**src/rtl/net_router_switch_alloc.sv**
```systemverilog
// Switch allocator for the 3-port ring router.
// Each output grants at most one input per cycle:
//   - Arbitration is round-robin per output.
//   - Starving inputs are searched ahead of the others.
// The grant path is purely combinational.
// Pointers, ages and the illegal-destination flag are registered.
module net_router_switch_alloc #(
  parameter int p_max_wait  = 7,
  parameter int p_age_nbits = 3
) (
  input  logic       clk,
  input  logic       reset,
  input  logic [2:0] req_val,
  input  logic [5:0] req_dest,
  output logic [2:0] req_rdy,
  output logic [2:0] out_val,
  output logic [5:0] out_sel,
  input  logic [2:0] out_rdy,
  output logic [2:0] starving,
  output logic       err_sticky
);

  localparam logic [p_age_nbits-1:0] max_age = p_age_nbits'(p_max_wait);

  // Successor in the 0,1,2 ring.
  function automatic logic [1:0] next_idx(input logic [1:0] v);
    return (v == 2'd2) ? 2'd0 : v + 2'd1;
  endfunction

  logic [2:0] starve_int;  // age saturated, before reset gating
  logic [2:0] illegal;     // valid request naming output 3
  logic [2:0] gnt [3];     // one-hot granted input per output, only when transferring
  logic       err_sticky_reg;

  // ---------------------------------------------------------------
  // Per-output arbitration and round-robin pointer
  // ---------------------------------------------------------------
  for (genvar gi = 0; gi < 3; gi++) begin : g_out
    logic [1:0] ptr_reg;
    logic [2:0] cand;
    logic [2:0] pool;
    logic [1:0] win;
    logic [1:0] ord1;
    logic [1:0] ord2;
    logic       any_cand;
    logic       xfer;

    assign cand[0] = req_val[0] && (req_dest[1:0] == 2'(gi));
    assign cand[1] = req_val[1] && (req_dest[3:2] == 2'(gi));
    assign cand[2] = req_val[2] && (req_dest[5:4] == 2'(gi));
    assign any_cand = |cand;
    assign ord1 = next_idx(ptr_reg);
    assign ord2 = next_idx(ord1);

    // Pick the first eligible input starting at ptr; starving candidates shadow the rest
    always_comb begin
      pool = ((cand & starve_int) != 3'b000) ? (cand & starve_int) : cand;
      win  = 2'd0;
      if (pool[ptr_reg]) begin
        win = ptr_reg;
      end else if (pool[ord1]) begin
        win = ord1;
      end else if (pool[ord2]) begin
        win = ord2;
      end
    end

    assign xfer                = reset && any_cand && out_rdy[gi];
    assign out_val[gi]         = reset && any_cand;
    assign out_sel[2*gi +: 2]  = (reset && any_cand) ? win : 2'd0;
    assign gnt[gi]             = xfer ? (3'b001 << win) : 3'b000;

    // Advance the pointer past the winner only when a message actually moves
    always_ff @(posedge clk or negedge reset) begin
      if (!reset) begin
        ptr_reg <= 2'd0;
      end else if (xfer) begin
        ptr_reg <= next_idx(win);
      end
    end
  end

  // Each input sits in at most one candidate set, so OR-ing the grants is exact
  assign req_rdy = gnt[0] | gnt[1] | gnt[2];

  // ---------------------------------------------------------------
  // Per-input age counters
  // ---------------------------------------------------------------
  for (genvar gi = 0; gi < 3; gi++) begin : g_in
    logic [p_age_nbits-1:0] age_reg;
    logic [1:0]             dest;

    assign dest           = req_dest[2*gi +: 2];
    assign illegal[gi]    = req_val[gi] && (dest == 2'd3);
    assign starve_int[gi] = (age_reg == max_age);

    // Age grows while a legal request waits, saturating; any dequeue or idle cycle clears it
    always_ff @(posedge clk or negedge reset) begin
      if (!reset) begin
        age_reg <= '0;
      end else if (req_rdy[gi] || !req_val[gi] || (dest == 2'd3)) begin
        age_reg <= '0;
      end else if (age_reg != max_age) begin
        age_reg <= age_reg + 1'b1;
      end
    end
  end

  assign starving = reset ? starve_int : 3'b000;

  // Latch any illegal destination until the next reset
  always_ff @(posedge clk or negedge reset) begin
    if (!reset) begin
      err_sticky_reg <= 1'b0;
    end else if (|illegal) begin
      err_sticky_reg <= 1'b1;
    end
  end

  assign err_sticky = err_sticky_reg;

endmodule

```
**config.mk**
```make
export PLATFORM = sky130hd
export DESIGN_NAME = net_router_switch_alloc
export DESIGN_NICKNAME = d
export VERILOG_FILES = /design/src/rtl/net_router_switch_alloc.sv
export SDC_FILE = /design/constraint.sdc
export NUM_CORES = 1
export LEC_CHECK = 0
export CORE_ASPECT_RATIO = 0.7
export CORE_UTILIZATION = 38
export CTS_CLUSTER_DIAMETER = 150
export DETAILED_ROUTE_END_ITERATION = 10
export PLACE_DENSITY = 0.66
export RECOVER_POWER = 100
export SYNTH_ARGS = -nofsm -noshare
export SYNTH_HDL_FRONTEND = slang
export SYNTH_SLANG_ARGS = --single-unit
```
**constraint.sdc**
```tcl
create_clock -name clk -period 5.9 [get_ports clk]
set_input_delay 0.885 -clock clk [delete_from_list [all_inputs] [get_ports clk]]
set_output_delay 0.885 -clock clk [all_outputs]
set_load 0.01 [all_outputs]
```
Yosys cells after proc, flatten, opt, wreduce, memory -nomap -nowiden
Cells that the tools add are included.
{ "totals": {"regBits": 16, "output_inout_bits": 16} }
{ "classes": {"addsub": 12, "order_cmp": 9, "eq_ne": 24, "n_shift": 3, "mux": 52, "bitwise_logic": 5, "n_reduce_logical": 40} }
{ "op_table": {"columns": ["operator", "n"], "rows": [
  ["two-way mux 2 bit", 21],
  ["two-way mux 3 bit", 13],
  ["equality test 2 bit, second input constant", 15],
  ["less-than comparator 2 x 3 -> 1 bit, second input constant", 9],
  ["adder 2 x 1 -> 2 bit, second input constant", 9],
  ["binary-select mux 1 bit (select 2 bit)", 9],
  ["logical AND 1 bit", 18],
  ["OR reduction 3 bit", 4],
  ["adder 3 x 1 -> 3 bit, second input constant", 3],
  ["AND 3 bit", 3],
  ["equality test 3 bit, second input constant", 3],
  ["two-way mux 1 bit", 9],
  ["!= test 3 bit, second input constant", 3],
  ["nonzero test 3 bit", 3],
  ["left shift 1 x 2 -> 3 bit, first input constant", 3],
  ["equality test 2 x 1 -> 1 bit, second input constant", 3],
  ["logical NOT 2 bit", 3],
  ["logical OR 1 bit", 6],
  ["bitwise OR 3 bit", 2],
  ["nonzero test 2 bit", 3],
  ["logical NOT 1 bit", 3]
]} }

Depth between registers and ports, before layout
Gate-level depths: netlist of the first run.
{ "logic_depth": {"depth_word": 17, "depth_mapped": 9} }

Least setup slack after synthesis of the first run
Ideal clock, no wire load.
{ "synth_path": {"kind": "input port to output port", "from": "input req_dest[1]", "to": "output out_sel[0]", "arrival_time_ns": 2.390, "t_required_ns": 5.015, "setup_slack_ns": 2.625, "path_stages": 6, "path_buffers": 1, "path_cell_list": "buf_2 > nand4bb_1 > a21o_1 > a32oi_1 > nor2_1 > a2111oi_0"} }
{ "synth_via": {"elab_chain_cells": 11} }
{ "synth_rtl": {"columns": ["element", "line", "text"], "rows": [
  ["start: declaration", "14", "input logic [5:0] req_dest,"],
  ["logical NOT 2 bit (*)", "48", "assign cand[0] = req_val[0] && (req_dest[1:0] == 2'(gi));"],
  ["logical AND 1 bit (*)", "48", null],
  ["AND 3 bit", "57", "pool = ((cand & starve_int) != 3'b000) ? (cand & starve_int) : cand;"],
  ["nonzero test 3 bit", "57", null],
  ["two-way mux 3 bit", "57", null],
  ["binary-select mux 1 bit (select 2 bit)", "63", "end else if (pool[ord2]) begin"],
  ["two-way mux 1 bit (implied by the code)", "63", null],
  ["two-way mux 2 bit", "63", null],
  ["two-way mux 2 bit", "61", "end else if (pool[ord1]) begin"],
  ["two-way mux 2 bit", "59", "if (pool[ptr_reg]) begin"],
  ["two-way mux 2 bit (*)", "70", "assign out_sel[2*gi +: 2] = (reset && any_cand) ? win : 2'd0;"],
  ["end: declaration", "17", "output logic [5:0] out_sel,"]
]} }
Every way passes the cells marked *; elsewhere a longest branch is shown, timed or not. The select of a mux whose other input is x is not followed.

Worst setup path after layout of the first run
{ "layout_path": {"from": "input reset", "to": "output req_rdy[1]"} }
{ "layout_via": {"elab_chain_cells": 5} }
{ "layout_rtl": {"columns": ["element", "line", "text"], "rows": [
  ["start: declaration", "12", "input logic reset,"],
  ["logical AND 1 bit (2 in series)", "68", "assign xfer = reset && any_cand && out_rdy[gi];"],
  ["two-way mux 3 bit", "71", "assign gnt[gi] = xfer ? (3'b001 << win) : 3'b000;"],
  ["bitwise OR 3 bit", "84", "assign req_rdy = gnt[0] | gnt[1] | gnt[2];"],
  ["bitwise OR 3 bit (*)", "84", null],
  ["end: declaration", "15", "output logic [2:0] req_rdy,"]
]} }
Every way passes the cells marked *; elsewhere a longest branch is shown, timed or not.

==> results.py, run 1 <==
metrics = {
    "logic_synthesis": {
        "syn_area_um2": 1674,
        "synth_cell_type_count": 62,
        "synth_edf_count": 0,
        "synthCells": 193,
        "synth_nets": 213,
        "yosys_warnings": 0,
        "synthFlopType": "dfrtp_1",
        "synth_area_per_cell_um2": 8.674,
        "ys_seq_area_frac": 0.2392,
        "ys_ff_latch": 16,
        "async_flop_share": 1.000,
    },
    "floorplan": {
        "die_width_um": 81.33,
        "ios": 30,
        "dieArea_um2": 4679,
        "coreArea_um2": 4065,
        "row_count": 19,
        "initial_core_util": 0.4118,
        "die_y_um": 57.53,
    },
    "drt": {
        "drc_errors": 0,
        "totalWireLength_mm": 4.429,
        "num_vias": 1645,
        "viasPerCell": 6.138,
        "routedWlPerCell_um": 16.53,
        "ant_nets": 0,
        "drtPass1Iterations": 5,
        "first_iter_violations": 106,
    },
    "min_path": {
        "hold_class": "reg -> reg",
    },
    "global_routing": {
        "grt_pass1_wl_mm": 6.955,
        "grtUsageTotal": 0.1969,
        "grt_max_degree": 14,
        "antenna_found_initial": 0,
        "overflow": 0,
        "grt_pass1_vias": 1360,
    },
    "cts": {
        "h-tree-depth": 1,
        "ctsResizeCount": 0,
        "cts_root_buf": "clkbuf_8",
        "cts_tree": "built",
        "clk_path_buf_depth": 2,
        "holdBufCountCts": 0,
        "cts.reportedPaths.clkPinSlew_ns": 0.07,
        "clock-sinks": 16,
        "cts_setup_buffers": 0,
        "cts_inserted_buffers": 3,
        "insertion_delay_ns": 0.25,
    },
    "sta": {
        "max_slew_margin": 0.3503,
        "worstMarginPinSlew_ns": 0.9623,
        "hold_viol": 0,
        "setup_tns_ns": 0,
        "post-route-period-util": 0.8402,
        "clock_skew_ns": 0.003879,
        "maxSlewViolCount": 0,
        "period_minus_slack_ns": 4.957,
        "setup_ws_ns": 0.9425,
        "clock.fmax_ghz": 0.2017,
        "rsz0062_at_grt": "no",
        "setup_viol": 0,
    },
    "layout": {
        "finish.net_count": 238,
        "antenna-diode-count": 0,
        "area_growth_pct": 18.39,
        "largest_reg_flops": 9,
        "final_layout_size_suffix_gt1_frac": 0.07407,
        "design_area_um2": 1982,
    },
    "critical_path": {
        "start_kind": "input port",
        "end_kind": "output port",
        "worstPathArrival_ns": 4.07,
        "criticalPathCategory": "in -> out",
        "worstPathRequired_ns": 5.02,
        "crit_path_max_fanout": 13,
    },
    "placement": {
        "gp_congestion": 0.9467,
        "dpl_cell_area_um2": 1987,
        "io_buffers": 29,
        "place_hpwl_mm": 3.420,
        "place_ws_ns": 1.400,
    },
    "power_and_ir_drop": {
        "powerDensity_nw_per_um2": 156.8,
        "max-vdd-ir-drop_uv": 95.91,
        "power_leakage_nw": 0.8260,
    },
    "run": {
        "max_cap_viol_count": 0,
    },
    "status": {
        "outcome": "finished clean",
    },
}
-- layout by cell type, fill, tap and decap left out, types with 2 or more instances in the layout --
cell and instances:
nor3_1 7, inv_1 8, and3b_2 3, a21o_1 8
dlygate4sd3_1 14, mux2i_1 6, and2_0 3, nand2b_1 2
nor4_1 3, o31ai_1 3, a32oi_1 2, ha_1 6
nor3b_2 3, nand3b_1 5, nand4b_1 6, nand3_1 8
o22ai_1 2, a31oi_1 4, clkdlybuf4s50_1 15, o21ai_0 4
o2111ai_1 3, o211ai_1 6, nand4bb_1 3, nor2_1 12
clkbuf_8 3, xor2_1 2, nand2_1 12, a21boi_0 3
and2_1 5, dfrtp_1 16, a21oi_1 11
-- cells in the mapped netlist (4+ instances only) --
cell type / n / area, um2
o211ai_1: 5 / 37.54
buf_2: 4 / 20.02
nor3_1: 7 / 35.03
dfrtp_1: 16 / 400.4
nand3_1: 8 / 40.04
nor2_1: 12 / 45.04
nand4b_1: 6 / 52.55
a21o_1: 8 / 60.06
mux2i_1: 6 / 60.06
nor3b_2: 4 / 50.05
a21oi_1: 10 / 50.05
and2_1: 8 / 50.05
ha_1: 6 / 75.07
inv_1: 8 / 30.03
nand3b_1: 5 / 37.54
nand2_1: 12 / 45.04
-- area by class of cell --
type	instances	area, um2
well taps	52	65.06
clock buffers	3	41.29
multi-input cells	158	1147
fillers	413	2083
repair buffers	30	294.0
inverters	9	33.78
flip-flops and latches	16	400.4
-- stage by stage --
| stage | total power, W | std cells | util | hold slack, ns |
|---|---|---|---|---|
| after floorplan | 0.0001951 | 193 | - | 0.4934 |
| after global placement | 0.0002308 | 265 | 0.4888 | 0.4952 |
| after detailed placement | 0.0002301 | 265 | 0.4888 | 0.4824 |
| after CTS | 0.0003159 | 268 | 0.4989 | 0.4990 |
| after global routing | 0.0003296 | 268 | 0.4875 | 0.5355 |
| final | 0.0003108 | 268 | 0.4875 | 0.4955 |
-- final timing paths --
path | endpoint | depth (start not counted) | startpoint | slack, ns
setup / recovery | req_rdy[1] | 7 | reset | 0.94
hold / removal | err_sticky | 2 | err_sticky | 0.50
setup reg to reg | g_in[2].age_reg[0] | 8 | g_in[2].age_reg[0] | 3.20
hold reg to reg | err_sticky | 2 | err_sticky | 0.50
max in group asynchronous | g_in[1].age_reg[1] | 2 | reset | 3.91
min in group asynchronous | g_out[0].ptr_reg[1] | 1 | reset | 1.07
-- power by group --
group,internal [W],leakage (nW),switching [W],total [W]
clock network,0.0000454,0.0216,0.0000405,0.0000859
logic,0.0000376,0.600,0.0000474,0.0000850
registers,0.000122,0.205,0.0000177,0.000140
total,0.000205,0.826,0.000106,0.000311
-- critical path, stage by stage --
cell and delay, ns:
dlygate4sd3_1 0.92, clkbuf_1 0.52, o311ai_0 0.48, a31oi_1 0.28, o211ai_1 0.22, nand3_1 0.16, dlygate4sd3_1 0.61
-- per-layer routing --
metal | vias up | wire, um | GRT usage
met1 | 779 | 2295 | 0.3242
li1 | 795 | - | -
met5 | - | 0 | 0
met3 | 4 | 292 | 0.04480
met4 | 0 | 20 | 0.02296
met2 | 67 | 1820 | 0.2571
-- logic make-up after synthesis --
logic type / synth area share
multiplexers: 0.03588
XOR/XNOR: 0.01570
AND/OR/NAND/NOR: 0.3176
flip-flops: 0.2392
adder cells (fa/ha/maj): 0.04484
buffers and inverters: 0.05007
AO/OA/AOI/OAI: 0.2967
(Power assumes the default switching activity.)
==> run 2: changes to the inputs <==
--- a/config.mk
+++ b/config.mk
@@ -9,7 +9,7 @@
 export CORE_UTILIZATION = 38
 export CTS_CLUSTER_DIAMETER = 150
 export DETAILED_ROUTE_END_ITERATION = 10
-export PLACE_DENSITY = 0.66
+export PLACE_DENSITY = 0.68
 export RECOVER_POWER = 100
 export SYNTH_ARGS = -nofsm -noshare
 export SYNTH_HDL_FRONTEND = slang
==> constraint.sdc (replaced) <==
create_clock -name clk -period 4.3 [get_ports clk]
set_input_delay 0.645 -clock clk [delete_from_list [all_inputs] [get_ports clk]]
set_output_delay 0.645 -clock clk [all_outputs]
set_load 0.01 [all_outputs]
==> run 2 against run 1 <==
  * Clock skew is 0.0026 ns higher
  * Global-route usage is 0.95 points higher
  * Largest power group unchanged
  * Register-to-register slack worse by 1.5 ns
  * Critical endpoint is now req_rdy[2]
  * Sequential power is 39% higher
  * Die area stayed put
==> results.py, run 2 (same netlist as run 1, synthesis figures left out) <==
metrics = {
    "sta": {
        "max_slew_margin": 0.5186,
        "post-route-period-util": 0.9443,
        "setup_tns_ns": 0,
        "maxSlewViolCount": 0,
        "clock_skew_ns": 0.006457,
        "period_minus_slack_ns": 4.061,
        "clock.fmax_ghz": 0.2463,
        "setup_ws_ns": 0.2394,
        "rsz0062_at_grt": "no",
        "setup_viol": 0,
        "hold_viol": 0,
        "worstMarginPinSlew_ns": 0.7222,
    },
    "cts": {
        "cts_tree": "built",
        "holdBufCountCts": 0,
        "ctsResizeCount": 0,
        "clock-sinks": 16,
        "cts_setup_buffers": 0,
        "insertion_delay_ns": 0.26,
        "cts_inserted_buffers": 3,
        "cts_root_buf": "clkbuf_8",
        "h-tree-depth": 1,
        "cts.reportedPaths.clkPinSlew_ns": 0.06,
        "clk_path_buf_depth": 2,
    },
    "global_routing": {
        "grt_max_degree": 14,
        "antenna_found_initial": 0,
        "grtUsageTotal": 0.2064,
        "grt_pass1_wl_mm": 7.334,
        "overflow": 0,
        "grt_pass1_vias": 1466,
    },
    "critical_path": {
        "crit_path_max_fanout": 9,
        "critPathMaxStageDelay_ns": 0.67,
        "crit_buf_inv": 2,
        "critPathTopFamily": "buffers and inverters",
        "rr_startpoint": "g_in[1].age_reg[0]",
        "start_kind": "input port",
        "worstPathRequired_ns": 3.65,
        "worstPathArrival_ns": 3.42,
        "criticalPathCategory": "in -> out",
        "critical-path-slowest-cell": "dlygate4sd3_1",
        "end_kind": "output port",
        "crit_path_start": "req_dest[4]",
        "cp_cell_sequence": "dlygate4sd3_1, nand4bb_1, and2_0, o21a_1, o31ai_1, a32o_1, nand2b_1, clkdlybuf4s50_1",
    },
    "layout": {
        "finish.net_count": 241,
        "instances_no_fill": 271,
        "area_growth_pct": 19.96,
        "layout_commonest_cell": "clkdlybuf4s50_1",
        "largest_reg_flops": 9,
        "antenna-diode-count": 0,
        "final_layout_size_suffix_gt1_frac": 0.08676,
        "mostFrequentLayoutCells": "clkdlybuf4s50_1, dfrtp_1, nor2_1, nand2_1, dlygate4sd3_1",
    },
    "run": {
        "max_cap_viol_count": 0,
    },
    "drt": {
        "ant_nets": 0,
        "routedWlPerCell_um": 16.32,
        "drtPass1Iterations": 4,
        "totalWireLength_mm": 4.424,
        "drc_errors": 0,
        "first_iter_violations": 107,
        "viasPerCell": 6.133,
        "num_vias": 1662,
    },
    "power_and_ir_drop": {
        "power_w": 0.0004305,
        "max-vdd-ir-drop_uv": 122.7,
        "power_leakage_nw": 0.8283,
        "powerDensity_nw_per_um2": 214.4,
    },
    "floorplan": {
        "die_y_um": 57.53,
        "dieArea_um2": 4679,
        "initial_core_util": 0.4118,
        "ios": 30,
        "die_width_um": 81.33,
        "coreArea_um2": 4065,
        "row_count": 19,
    },
    "placement": {
        "dp.cells": 268,
        "place_hpwl_mm": 3.401,
        "gp_congestion": 0.9448,
        "io_buffers": 29,
        "place_ws_ns": 0.4022,
    },
    "min_path": {
        "hold_start": "err_sticky",
        "hold_class": "reg -> reg",
    },
    "status": {
        "outcome": "finished clean",
    },
}
[run 2: worst paths after layout]
check                                       to  slack, ns  cells after the start
max                                 req_rdy[2]       0.24                      8
min                                 err_sticky       0.50                      2
max reg2reg                 g_in[0].age_reg[2]       1.70                      8
min reg2reg                         err_sticky       0.50                      2
max in group asynchronous  g_out[2].ptr_reg[1]       2.64                      2
min in group asynchronous  g_out[0].ptr_reg[0]       0.71                      1
[run 2: per-stage QoR]
| step | hold slack (ns) | area, um2 | utilization |
|---|---|---|---|
| after floorplan | 0.3494 | 1674 | - |
| after global routing | 0.5176 | 2008 | 0.4940 |
| after CTS | 0.5059 | 2051 | 0.5045 |
| after detailed placement | 0.4893 | 2009 | 0.4943 |
| final | 0.5004 | 2008 | 0.4940 |
| after global placement | 0.4784 | 2009 | 0.4943 |
[run 2: cell type report]
cell class | count | area (um2)
multi-input cells | 158 | 1159
well taps | 52 | 65.06
inverters | 9 | 33.78
fillers | 392 | 2057
repair buffers | 33 | 309.0
clock buffers | 3 | 41.29
flip-flops and latches | 16 | 400.4
[run 2: power breakdown]
group | switching (W) | leakage (nW) | internal (W)
clock network | 0.0000568 | 0.0216 | 0.0000624
registers | 0.0000263 | 0.205 | 0.000168
logic | 0.0000646 | 0.602 | 0.0000524
[run 2: tightest hold or removal path, cell delays in order, from the launching register on]
cell,delay [ns]
dfrtp_1,0.34
a31oi_1,0.05
nand3_1,0.07
[run 2: per-layer routing]
metal / track usage / part of all wire / up-vias
met3: 0.04320 / 0.074 / 6
met5: 0 / 0 / -
li1: - / - / 801
met4: 0.07398 / 0.015 / 0
met1: 0.3177 / 0.50 / 782
met2: 0.2762 / 0.41 / 73
